[src/rtl/module_scan_ctrl_if.sv]
// Update handshake between a digit-pair sender and module_scan_ctrl.
//   upd_valid : sender offers a new digit pair
//   upd_d0    : value for digit 0
//   upd_d1    : value for digit 1
//   upd_ready : controller accepts the pair this cycle
// master = sender side, slave = controller side.
interface module_scan_ctrl_if;
   logic       upd_valid;
   logic [3:0] upd_d0;
   logic [3:0] upd_d1;
   logic       upd_ready;

   modport master (output upd_valid, output upd_d0, output upd_d1, input upd_ready);
   modport slave  (input upd_valid, input upd_d0, input upd_d1, output upd_ready);
endinterface

[src/rtl/module_scan_ctrl.sv]
// Two-digit multiplexed 7-segment scan controller.
// Cycles BLANK0 -> DIG0 -> BLANK1 -> DIG1, with dead time between digits so the
// two BJT enables never overlap. Digit values are taken from shadow registers
// that only load during BLANK0, so a frame is never torn by a mid-frame update.
//
// Ports:
//   clk        : system clock, rising edge only
//   rst        : asynchronous active-high reset
//   upd        : update handshake (slave modport of module_scan_ctrl_if)
//   w          : nibble to the BCD/7-segment decoder (0 while blanked)
//   x          : digit-0 enable, active-high
//   y          : digit-1 enable, active-high
//   frame_tick : one-cycle pulse on the last cycle of DIG1
//
// Optional feature macro: SCAN_CTRL_ZERO_BLANK_EN
//   When defined, DIG1 with shadow d1 == 0 keeps y = 0 (leading-zero
//   suppression); timing and frame_tick are unaffected.
module module_scan_ctrl #(
   parameter int unsigned CLK_HZ    = 27000000,
   parameter int unsigned SCAN_HZ   = 1000,
   parameter int unsigned BLANK_CYC = 16
) (
   input  logic                clk,
   input  logic                rst,
   module_scan_ctrl_if.slave   upd,
   output logic [3:0]          w,
   output logic                x,
   output logic                y,
   output logic                frame_tick
);

   localparam int unsigned DIV   = CLK_HZ / SCAN_HZ;
   localparam int unsigned CNT_W = (DIV > 1) ? $clog2(DIV) : 1;

   localparam logic [CNT_W-1:0] DIG_LOAD   = CNT_W'(DIV - 1);
   localparam logic [CNT_W-1:0] BLANK_LOAD = CNT_W'(BLANK_CYC - 1);

   typedef enum logic [1:0] {StBlank0, StDig0, StBlank1, StDig1} state_e;

   state_e           state_q, state_d;
   logic [CNT_W-1:0] cnt_q, cnt_d;
   logic [3:0]       sh_d0_q, sh_d0_d;
   logic [3:0]       sh_d1_q, sh_d1_d;
   logic             ready_q;
   logic             ready_d, x_d, y_d, tick_d;
   logic [3:0]       w_d;

   // State and dwell counter: count down, move on only once the count is 0.
   always_comb begin
      state_d = state_q;
      cnt_d   = cnt_q;
      if (cnt_q != '0) begin
         cnt_d = cnt_q - CNT_W'(1);
      end else begin
         unique case (state_q)
            StBlank0: begin state_d = StDig0;   cnt_d = DIG_LOAD;   end
            StDig0:   begin state_d = StBlank1; cnt_d = BLANK_LOAD; end
            StBlank1: begin state_d = StDig1;   cnt_d = DIG_LOAD;   end
            StDig1:   begin state_d = StBlank0; cnt_d = BLANK_LOAD; end
         endcase
      end
   end

   // Shadow capture; repeated transfers within one BLANK0 overwrite.
   always_comb begin
      sh_d0_d = sh_d0_q;
      sh_d1_d = sh_d1_q;
      if (upd.upd_valid && (state_q == StBlank0)) begin
         sh_d0_d = upd.upd_d0;
         sh_d1_d = upd.upd_d1;
      end
   end

   // Outputs are decoded from next state so the registered copies line up
   // with the state register cycle for cycle.
   always_comb begin
      ready_d = (state_d == StBlank0);
      x_d     = (state_d == StDig0);
`ifdef SCAN_CTRL_ZERO_BLANK_EN
      y_d     = (state_d == StDig1) && (sh_d1_d != 4'h0);
`else
      y_d     = (state_d == StDig1);
`endif
      tick_d  = (state_d == StDig1) && (cnt_d == '0);
      w_d     = 4'h0;
      if (state_d == StDig0) begin
         w_d = sh_d0_d;
      end else if (state_d == StDig1) begin
         w_d = sh_d1_d;
      end
   end

   always_ff @(posedge clk or posedge rst) begin
      if (rst) begin
         state_q    <= StBlank0;
         cnt_q      <= BLANK_LOAD;
         sh_d0_q    <= 4'h0;
         sh_d1_q    <= 4'h0;
         ready_q    <= 1'b1;
         x          <= 1'b0;
         y          <= 1'b0;
         w          <= 4'h0;
         frame_tick <= 1'b0;
      end else begin
         state_q    <= state_d;
         cnt_q      <= cnt_d;
         sh_d0_q    <= sh_d0_d;
         sh_d1_q    <= sh_d1_d;
         ready_q    <= ready_d;
         x          <= x_d;
         y          <= y_d;
         w          <= w_d;
         frame_tick <= tick_d;
      end
   end

   assign upd.upd_ready = ready_q;

endmodule

[src/flat_wrapper.sv]
// flat-port wrapper written by rule: the top's interface ports become plain ports
module module_scan_ctrl_flat 
#(
   parameter int unsigned CLK_HZ    = 27000000,
   parameter int unsigned SCAN_HZ   = 1000,
   parameter int unsigned BLANK_CYC = 16
)
  (clk, rst, w, x, y, frame_tick, upd_upd_valid, upd_upd_d0, upd_upd_d1, upd_upd_ready);
  module_scan_ctrl_if upd_i ();
  input  logic clk;
  input  logic rst;
  output logic [3:0] w;
  output logic x;
  output logic y;
  output logic frame_tick;
  input wire logic [$bits(upd_i.upd_valid)-1:0] upd_upd_valid;
  input wire logic [$bits(upd_i.upd_d0)-1:0] upd_upd_d0;
  input wire logic [$bits(upd_i.upd_d1)-1:0] upd_upd_d1;
  output wire logic [$bits(upd_i.upd_ready)-1:0] upd_upd_ready;
  assign upd_i.upd_valid = upd_upd_valid;
  assign upd_i.upd_d0 = upd_upd_d0;
  assign upd_i.upd_d1 = upd_upd_d1;
  assign upd_upd_ready = upd_i.upd_ready;
  module_scan_ctrl #(.CLK_HZ(CLK_HZ), .SCAN_HZ(SCAN_HZ), .BLANK_CYC(BLANK_CYC)) u_core (.clk(clk), .rst(rst), .upd(upd_i), .w(w), .x(x), .y(y), .frame_tick(frame_tick));
endmodule
[config.mk]
export PLATFORM = sky130hd
export DESIGN_NAME = module_scan_ctrl_flat
export DESIGN_NICKNAME = d
export VERILOG_FILES = /design/src/rtl/module_scan_ctrl_if.sv /design/src/rtl/module_scan_ctrl.sv /design/src/flat_wrapper.sv
export SDC_FILE = /design/constraint.sdc
export NUM_CORES = 1
export LEC_CHECK = 0
export ABC_AREA = 0
export CAP_MARGIN = 20
export CORE_MARGIN = 3
export CORE_UTILIZATION = 40
export DETAILED_ROUTE_END_ITERATION = 7
export PLACE_DENSITY_LB_ADDON = 0.3
export SLEW_MARGIN = 0
export SYNTH_ARGS = -nofsm -noshare
export SYNTH_HDL_FRONTEND = slang
export SYNTH_SLANG_ARGS = --single-unit
[constraint.sdc]
create_clock -name clk -period 3.97 [get_ports clk]
set_input_delay 0.397 -clock clk [delete_from_list [all_inputs] [get_ports clk]]
set_output_delay 0.397 -clock clk [all_outputs]
set_load 0.005 [all_outputs]
=== Word-level counts from Yosys, hierarchy flattened ===
Index checks and enable logic that the tools add are counted.

* Bits of input ports: 11
* Register bits after elaboration: 33
* Logic and storage cells: 31
* Output and inout bits: 8

* Mux-type cells: 8
* Add/subtract/negate cells: 1
* Eq/ne operators: 5
* Reduce and logical (&&, ||, !) cells: 8

{| class="wikitable"
|+ Operator list
! cell !! number
|-
| $pmux W15 S2 || 1
|-
| $mux W4 || 4
|-
| $logic_not A15 Y1 || 1
|-
| $mux W15 || 1
|-
| $reduce_bool A15 Y1 || 1
|-
| $sub A15 B1 Y15 const B || 1
|-
| $pmux W2 S4 || 1
|-
| $eq A2 B2 Y1 const B || 3
|-
| $eq A2 B1 Y1 const B || 2
|-
| $logic_not A2 Y1 || 2
|-
| $reduce_or A2 Y1 || 2
|-
| $logic_and A1 B1 Y1 || 2
|-
| $mux W2 || 1
|}

=== Depth between registers and ports, before layout ===
Gate-level depths: netlist of run 1.

* Word-level depth: 6
* Gate-level depth with buffers: 8
* Gate-level depth less buffers: 7

=== Least setup slack after synthesis of run 1 ===
OpenSTA, ideal clock, no wires.

* Path kind: reg2reg
* Start point: reg u_core.cnt_q[0]
* End point: reg u_core.frame_tick
* Data arrival time: 2.124 ns
* Slack: 1.735 ns
* Path buffers: 0
* Setup time: 0.111 ns
* Period minus slack after synthesis: 2.235 ns
* Stages on the path, launching flop included: 8
* Data required time: 3.859 ns
* Cells stage by stage: dfstp_2 -> inv_1 -> ha_1 -> o21bai_1 -> a211oi_1 -> a21oi_1 -> or4b_1 -> a2111oi_2

* Cells in the longest elaborated chain, start to end: 4
* Elaborated cells between the ends (all ways): 7
* Classes of those cells: add/sub: 1; eq/ne: 1; mux: 2; reduce/logical: 3

{| class="wikitable"
|+ RTL lines
! item !! line !! RTL
|-
| from (decl) || module_scan_ctrl.sv:41 || <nowiki>logic [CNT_W-1:0] cnt_q, cnt_d;</nowiki>
|-
| from (signal assigned) || module_scan_ctrl.sv:106 || <nowiki>cnt_q <= cnt_d;</nowiki>
|-
| $sub A15 B1 Y15 or $reduce_bool A15 Y1 (tied branches) || module_scan_ctrl.sv:53, module_scan_ctrl.sv:52 ||
|-
| $mux W15 or $mux W2 (tied branches) || module_scan_ctrl.sv:52 || <nowiki>if (cnt_q != '0) begin</nowiki>
|-
| $logic_not A15 Y1 or $eq A2 B2 Y1 (tied branches) || module_scan_ctrl.sv:84 || <nowiki>tick_d = (state_d == StDig1) && (cnt_d == '0);</nowiki>
|-
| $logic_and A1 B1 Y1 * || module_scan_ctrl.sv:84 ||
|-
| via u_core.tick_d || module_scan_ctrl.sv:45 || <nowiki>logic ready_d, x_d, y_d, tick_d;</nowiki>
|-
| to (signal assigned) || module_scan_ctrl.sv:113 || <nowiki>frame_tick <= tick_d;</nowiki>
|-
| to (decl) || module_scan_ctrl.sv:29 || <nowiki>output logic frame_tick</nowiki>
|}

Mark *: on every way through the listed nets, which the timed path passes. The rest lies on a longest branch.

=== Worst setup path after layout of run 1 ===
* Start point: reg u_core.cnt_q[1]
* End point: reg u_core.w[2]

* Cells in the longest elaborated chain, start to end: 5
* Elaborated cells between the ends (all ways): 6
* Classes of those cells: eq/ne: 2; mux: 3; reduce/logical: 1

{| class="wikitable"
|+ RTL lines
! item !! line !! RTL
|-
| $reduce_bool A15 Y1 * || module_scan_ctrl.sv:52 ||
|-
| $mux W2 * || module_scan_ctrl.sv:52 ||
|-
| $eq A2 B2 Y1 || module_scan_ctrl.sv:88 || <nowiki>end else if (state_d == StDig1) begin</nowiki>
|-
| $mux W4 || module_scan_ctrl.sv:88 ||
|-
| $mux W4 * || module_scan_ctrl.sv:86 || <nowiki>if (state_d == StDig0) begin</nowiki>
|-
| via u_core.w_d[2] || module_scan_ctrl.sv:46 || <nowiki>logic [3:0] w_d;</nowiki>
|-
| to (signal assigned) || module_scan_ctrl.sv:112 || <nowiki>w <= w_d;</nowiki>
|-
| to (decl) || module_scan_ctrl.sv:26 || <nowiki>output logic [3:0] w,</nowiki>
|}

Marked as above.

==> results of run 1 <==
## cells by family (layout without fill, tap and decap cells)
family,count (synthesis),in the layout,synth area share [%]
AO/OA/AOI/OAI,27,27,10.66
XOR/XNOR,6,6,3.221
adder cells (fa/ha/maj),6,6,4.601
buffers and inverters,18,43,4.217
flip-flops,33,33,51.00
multiplexers,11,11,7.132
AND/OR/NAND/NOR,51,51,19.17
## cell type report
| type | instances | share of cell area, % |
|---|---|---|
| inverter | 16 | 3.057 |
| tap | 48 | 3.057 |
| clock inverter | 1 | 0.3822 |
| timing repair buffer | 19 | 9.554 |
| multi-input combinational | 101 | 37.20 |
| sequential | 33 | 42.36 |
| clock buffer | 7 | 4.395 |
## cells in the mapped netlist (2+ instances only)
| cell type | instances |
|---|---|
| a21oi_1 | 7 |
| dfrtp_1 | 28 |
| xnor2_1 | 3 |
| a31oi_1 | 2 |
| a211o_1 | 2 |
| and2_1 | 2 |
| nor3_1 | 5 |
| ha_1 | 6 |
| or3_2 | 2 |
| nand3_1 | 2 |
| dfstp_2 | 5 |
| mux2i_1 | 9 |
| nand4_1 | 2 |
| nand2b_1 | 4 |
| inv_1 | 16 |
| or2_2 | 2 |
| xor2_1 | 3 |
| nand2_1 | 11 |
| o22ai_1 | 6 |
| o21ai_0 | 5 |
| nor2_1 | 11 |
## state kept, by name, indices dropped and copies added, names as in the netlist
name / cells
u_core.sh_d1_q: 4
u_core.state_q: 2
u_core.upd.upd_ready: 1
u_core.x: 1
u_core.y: 1
u_core.w: 4
u_core.sh_d0_q: 4
u_core.frame_tick: 1
u_core.cnt_q: 15
## per-layer routing
layer / vias up / track usage, %
met2: 28 / 23.08
met5: - / 0
met4: 0 / 5.106
met3: 5 / 5.036
li1: 572 / -
met1: 563 / 16.19
## worst max-delay path by stage
stage                         startpoint                           to  cells after the start
3_5_place_dp   u_core.cnt_q[1]$_DFF_PP1_        u_core.w[2]$_DFF_PP0_                      6
6_report       u_core.cnt_q[1]$_DFF_PP1_        u_core.w[2]$_DFF_PP0_                      6
3_3_place_gp   u_core.cnt_q[1]$_DFF_PP1_        u_core.w[3]$_DFF_PP0_                      6
5_1_grt        u_core.cnt_q[1]$_DFF_PP1_        u_core.w[3]$_DFF_PP0_                      6
4_1_cts        u_core.cnt_q[1]$_DFF_PP1_        u_core.w[2]$_DFF_PP0_                      6
2_1_floorplan  u_core.cnt_q[0]$_DFF_PP1_  u_core.frame_tick$_DFF_PP0_                      7
## placed cells by master, fill, tap and decap left out, drive strengths merged, types with 2 or more instances in the layout
master,instances
nand2,11
dfstp,5
mux2,2
nand4b,2
nor2,11
nand3,2
ha,6
o21ai,5
inv,16
dfrtp,28
nor4,2
mux2i,9
nor4b,2
nand4,2
or3,2
a21oi,7
clkdlybuf4s50,18
xor2,3
a31oi,2
and2,2
o22ai,6
clkbuf,7
xnor2,3
nand2b,4
a211o,2
or2,3
nor3,6
## worst max-delay path, stage by stage, from the launching register on
cell,delay (ps)
dfstp_2,380
inv_1,90
ha_1,230
nor4b_2,370
nand4_1,630
a31oi_1,750
o22ai_1,180
## power groups by stage
stage	clock (µW)	sequential [µW]	combinational (µW)
final	256	344	28.0
after global routing	289	345	31.6
after CTS	269	344	28.9
after detailed placement	0	351	28.8
after global placement	0	350	28.0
after floorplan	0	350	10.5
## metrics by stage
stage,worst slack (ps),cells,total power [µW],util [%],hold WS (ps)
finish,1177,225,628.7,51.71,482.1
global route,1002,225,664.9,51.71,505.7
CTS,1181,225,642.1,51.71,482.1
detailed placement,1186,217,379.3,49.24,467.1
global placement,1391,217,378.3,49.24,461.5
floorplan,1735,152,360.8,-,450.5
==> implementation parameters, run 1 <==
Parameter                              Value

Run status
  Result of the run ... finished, final reports clean

Placed design
  Detailed Place HPWL ... roughly 2400 µm
  Number of buffers added on ports ... 18
  Placed cell areas ... about 0.0019 mm²
  Placer's final routability congestion estimate ... about 0.92

Logic synthesis
  Area of the mapped netlist ... about 0.0016 mm²
  Yosys warns ... 0
  Synthesized netlist cell count ... around 150
  Post-synth top flop ... dfrtp_1
  Post-Synthesis Net Count ... 169
  Sequential element share of the synthesized area ... 51.00%
  Dominant cell type by area after synthesis ... dfrtp_1
  Distinct cell type count after synthesis ... 40
  Share of the synthesized area in the top cell type ... 42.94%
  Syn_area_per_cell ... approximately 11 µm²
  Number of synthesized flops with an enable pin ... 0
  Cell types occupying the most area after synthesis ... dfrtp_1 43%, dfstp_2 8.1%, mux2i_1 5.5%, ha_1 4.6%, inv_1 3.7%
  Number of storage elements in the synthesis netlist ... 33
  Post-synthesis async set-or-reset flop share ... 100.0%

Cells and area
  Synth-to-Final Area Change ... 20.40%
  Final-layout fill cell count ... about 340
  Area of combinational cells with multiple inputs ... between 700 and 800 µm²
  Share of final-layout standard cells stronger than drive strength 1 ... between 10% and 20%
  Final Cell Area ... between 0.0015 and 0.002 mm²
  Footprint of the flip-flops and latches ... 832.0 µm²
  Number of nets at the end of the flow ... just under 200
  Count of inserted antenna diode cells ... 0

STA
  Transition time of the tightest slew-check pin ... about 860 ps
  RSZ-0062 raised after global routing ... no
  Max-slew violation count ... 0
  Final-report hold violation count ... 0
  Count of final setup violators ... 0
  Setup_tns ... 0 ps
  Worst max-slew margin expressed relative to the limit ... 42.92%
  Max Fclk ... between 0.3 and 0.4 GHz
  Final Cycle Share ... ~70%
  Time the worst path needs with I/O delays and setup ... around 2800 ps
  Clk_skew ... about 10 ps

Clock network
  TritonCTS clock tree ... yes
  CTS Buf Count ... 5
  CTS-repair resized insts ... 0
  Later-pin clock latency in the skew report ... 280 ps
  Clock-pin slew on the worst setup and hold paths ... 70 ps
  Count of clock tree sinks ... 33
  Largest buffer count on any clock path ... 2
  Cell at the root of the clock tree ... clkbuf_8
  Deepest level of the CTS H-tree ... 2
  Setup repair bufs after CTS ... 0
  Cts-stage hold buffer count ... 0

Drt
  WL met1 ... around 1300 µm
  Uppermost layer routed ... met4
  Routed length per instance ... between 10 and 15 µm
  Metal3 WL ... about 150 µm
  Vias post-DR ... approximately 1,200
  Routed vias/inst ... approximately 5.2
  Antenna-violating nets left ... 0
  Metal2 WL ... approximately 1600 µm
  Drt initial violations ... 89
  Final routed DRC violation total ... 0
  First-pass detailed-route iteration total ... 5
  Routed wire length ... 3102 µm

Critical path
  Endpoint of the most critical register-to-register path ... u_core.w[2]$_DFF_PP0_
  Critical setup path kind ... flop to flop
  Worst r2r src ... u_core.cnt_q[1]$_DFF_PP1_
  Critical path peak fanout ... 17
  Setup slack of the most critical reg-to-reg path ... roughly 1200 ps
  Critical Path Source Type ... flop
  Depth of the worst register-to-register path ... 6
  Required time of the critical path ... 4100 ps
  Category of the worst setup path capture point ... flop
  Data arrival at the endpoint of the critical path ... just under 3000 ps

Power and ir drop
  Standby leakage power ... ~0.00090 µW
  Share of power burned in the clock network ... between 40% and 50%
  Cell Pwr Density ... approximately 320 mW/mm²
  Switching power ... 129.7 µW
  Flop pwr share ... between 50% and 60%
  Net switching fraction of the power ... ~21%
  Pint ... 499.0 µW
  Max rail drop VDD ... about 0.24 mV
  Share of total power in combinational logic ... about 4.4%

Die
  Effective utilization at floorplan ... 42.95%
  Die Span X ... between 60 and 70 µm
  Number of ports placed on the die boundary ... 19
  Placement row count ... 22
  Placeable core region ... ~0.0038 mm²
  Floorplan die height ... between 60 and 70 µm
  Full die area ... around 0.005 mm²

Global route
  Initial antenna violation count ... 0
  Number of global-route vias before repair ... between 1,000 and 1,500
  Pin count of the biggest net entering global routing ... 23
  Total routing usage reported by global routing ... between 10 and 15%
  Overflow left after global routing ... 0
  Global-route wire length before repair ... approximately 5300 µm

Worst hold path
  Terminating pin of the worst hold path ... u_core.cnt_q[0]$_DFF_PP1_
  Worst hold stages ... 1
  Hold wc startpoint ... u_core.cnt_q[0]$_DFF_PP1_
  Worst hold path type ... flop to flop

Flow run
  Max-cap violation count ... 0
Power figures use the tool's default switching activity.
==> run 2: changes to the inputs <==
==> constraint.sdc (replaced) <==
create_clock -name clk -period 2.6 [get_ports clk]
set_input_delay 0.26 -clock clk [delete_from_list [all_inputs] [get_ports clk]]
set_output_delay 0.26 -clock clk [all_outputs]
set_load 0.005 [all_outputs]
==> run 2 against run 1 <==
Effect of this change:
- count of clock-buffer cells in the layout decreased by 1
- register-to-register slack lost 970 ps
- combinational power is 53% higher
- global-route usage is 0.88 points higher
- utilization up 1.5 points
- first-iteration DRC count down 44%
- sequential share of layout area decreased by 1.2 points
- critical path type unchanged
==> implementation parameters, run 2 (synthesis gave the netlist of run 1 again) <==
Parameter                              Value

Worst hold path
  Worst hold path type ... primary input to async pin

Power and ir drop
  Switching power ... about 210 µW
  Standby leakage power ... between 0.0009 and 0.001 µW
  Share of total power in combinational logic ... approximately 4%
  Cell Pwr Density ... 530.3 mW/mm²
  Share of power burned in the clock network ... a little under half
  Pint ... ~860 µW
  Max rail drop VDD ... between 0.3 and 0.4 mV
  Net switching fraction of the power ... between 10% and 20%
  Flop pwr share ... 49.0%
  Power, Total ... 1072 µW

Die
  Number of ports placed on the die boundary ... 19
  Placeable core region ... approximately 0.0038 mm²
  Die Span X ... 69.87 µm
  Placement row count ... 22
  Full die area ... 0.004881 mm²
  Floorplan die height ... approximately 70 µm
  Effective utilization at floorplan ... between 40 and 50%

Clock network
  CTS Buf Count ... 5
  Later-pin clock latency in the skew report ... between 200 and 300 ps
  Clock-pin slew on the worst setup and hold paths ... roughly 70 ps
  Cts-stage hold buffer count ... 0
  Deepest level of the CTS H-tree ... 2
  Cell at the root of the clock tree ... clkbuf_8
  Count of clock tree sinks ... 33
  Largest buffer count on any clock path ... 2
  TritonCTS clock tree ... yes
  Setup repair bufs after CTS ... 0
  CTS-repair resized insts ... 0

Drt
  Routed length per instance ... roughly 14 µm
  First-pass detailed-route iteration total ... 4
  Final routed DRC violation total ... 0
  Routed wire length ... 3236 µm
  Drt initial violations ... 50
  Antenna-violating nets left ... 0
  Routed vias/inst ... 5.266
  Vias post-DR ... around 1,200

Critical path
  Required time of the critical path ... ~2800 ps
  Category of the worst setup path capture point ... flop
  Crit-path slowest cell ... dfstp_2
  Critical setup path kind ... flop to flop
  Critical Path Source Type ... flop
  Critical-path cell list ... inv_1, ha_1, o21bai_1, a211oi_1, a21oi_1, or4b_1, a2111oi_2
  Critical path peak fanout ... 7
  Data arrival at the endpoint of the critical path ... ~2600 ps
  Delay of the slowest cell on the worst path ... ~580 ps

STA
  RSZ-0062 raised after global routing ... no
  Setup_tns ... 0 ps
  Final Cycle Share ... around 92%
  Max-slew violation count ... 0
  Count of final setup violators ... 0
  Final-report hold violation count ... 0
  Least setup slack across all paths after layout ... around 210 ps
  Time the worst path needs with I/O delays and setup ... about 2400 ps
  Clk_skew ... between 7 and 8 ps
  Transition time of the tightest slew-check pin ... about 600 ps
  Worst max-slew margin expressed relative to the limit ... just under 60%
  Max Fclk ... between 0.4 and 0.5 GHz

Global route
  Total routing usage reported by global routing ... 14.69%
  Pin count of the biggest net entering global routing ... 34
  Global-route wire length before repair ... around 5700 µm
  Number of global-route vias before repair ... between 1,000 and 1,500
  Initial antenna violation count ... 0
  Overflow left after global routing ... 0

Cells and area
  Register with the most flip-flops ... u_core.cnt_q
  Commonest cells after routing, fill and taps aside ... 28 x dfrtp_1, 18 x clkdlybuf4s50_1, 16 x inv_1
  Final-layout fill cell count ... 349
  Synth-to-Final Area Change ... 23.85%
  Count of inserted antenna diode cells ... 0
  Most common cell after layout, fill and taps aside ... dfrtp_1
  Share of final-layout standard cells stronger than drive strength 1 ... 16.02%
  Number of nets at the end of the flow ... 197
  Number of flip-flops in the largest register ... 15

Placed design
  Placer's final routability congestion estimate ... approximately 0.86
  Detailed Place HPWL ... roughly 2400 µm
  Number of buffers added on ports ... 18
  Worst setup slack before clock tree synthesis ... 224.1 ps

Flow run
  Max-cap violation count ... 0

Run status
  Result of the run ... finished, final reports clean
==> run 2: power by group through the flow <==
stage	clock, µW	sequential [µW]	combinational [µW]
final	503	526	42.8
after CTS	519	526	44.2
after floorplan	0	535	16.1
after global placement	0	535	42.5
after detailed placement	0	535	44.2
after global routing	547	526	47.9
==> run 2: area by class of cell <==
class                      count  area [µm²]  area share (%)
clock buffer                   6       82.58           4.087
timing repair buffer          23       217.7           10.77
clock inverter                 2       37.54           1.858
inverter                      16       60.06           2.972
sequential                    33       832.0           41.18
multi-input combinational    101       730.7           36.16
tap                           48       60.06           2.972
==> run 2: worst max-delay path, delay by kind of cell (launching register included) <==
family | cells | cell delay, ps
flip-flops | 1 | 580
buffers and inverters | 1 | 50
AO/OA/AOI/OAI | 4 | 870
adder cells (fa/ha/maj) | 1 | 240
AND/OR/NAND/NOR | 1 | 530
==> run 2: through the flow <==
step,instance area [µm²],std cells,utilization (%),hold WS (ps)
final,2021,229,53.20,362.5
after floorplan,1632,152,-,385.2
after global routing,2021,229,53.20,402.3
after global placement,1901,221,50.03,462.4
after detailed placement,1901,221,50.03,473.0
after CTS,2021,229,53.20,377.1
==> run 2: final timing paths <==
check	cells past startpoint	slack, ps	to	startpoint
min in group clk	1	480	u_core.cnt_q[0]$_DFF_PP1_	u_core.cnt_q[0]$_DFF_PP1_
setup reg to reg	7	210	u_core.frame_tick$_DFF_PP0_	u_core.cnt_q[0]$_DFF_PP1_
setup / recovery	7	210	u_core.frame_tick$_DFF_PP0_	u_core.cnt_q[0]$_DFF_PP1_
hold / removal	3	360	u_core.cnt_q[4]$_DFF_PP0_	rst
hold reg to reg	1	480	u_core.cnt_q[0]$_DFF_PP1_	u_core.cnt_q[0]$_DFF_PP1_
max in group asynchronous	3	1900	u_core.cnt_q[3]$_DFF_PP1_	rst
==> run 2: routing by layer <==
layer | routed length, µm | vias to the layer above | share of wire, % | track usage [%]
li1 | - | 586 | - | -
met1 | 1476 | 591 | 46 | 17.92
met2 | 1589 | 23 | 49 | 23.61
met3 | 119 | 6 | 3.7 | 5.612
met4 | 51 | 0 | 1.6 | 5.319
met5 | 0 | - | 0 | 0
==> run 3: changes to the inputs <==
--- a/config.mk
+++ b/config.mk
@@ -11,7 +11,7 @@
 export CORE_UTILIZATION = 40
 export DETAILED_ROUTE_END_ITERATION = 7
 export PLACE_DENSITY_LB_ADDON = 0.3
-export SLEW_MARGIN = 0
+export SLEW_MARGIN = 20
 export SYNTH_ARGS = -nofsm -noshare
 export SYNTH_HDL_FRONTEND = slang
 export SYNTH_SLANG_ARGS = --single-unit
==> results of run 3 <==
The final DEF is identical to that of run 2; final timing and power are the same.
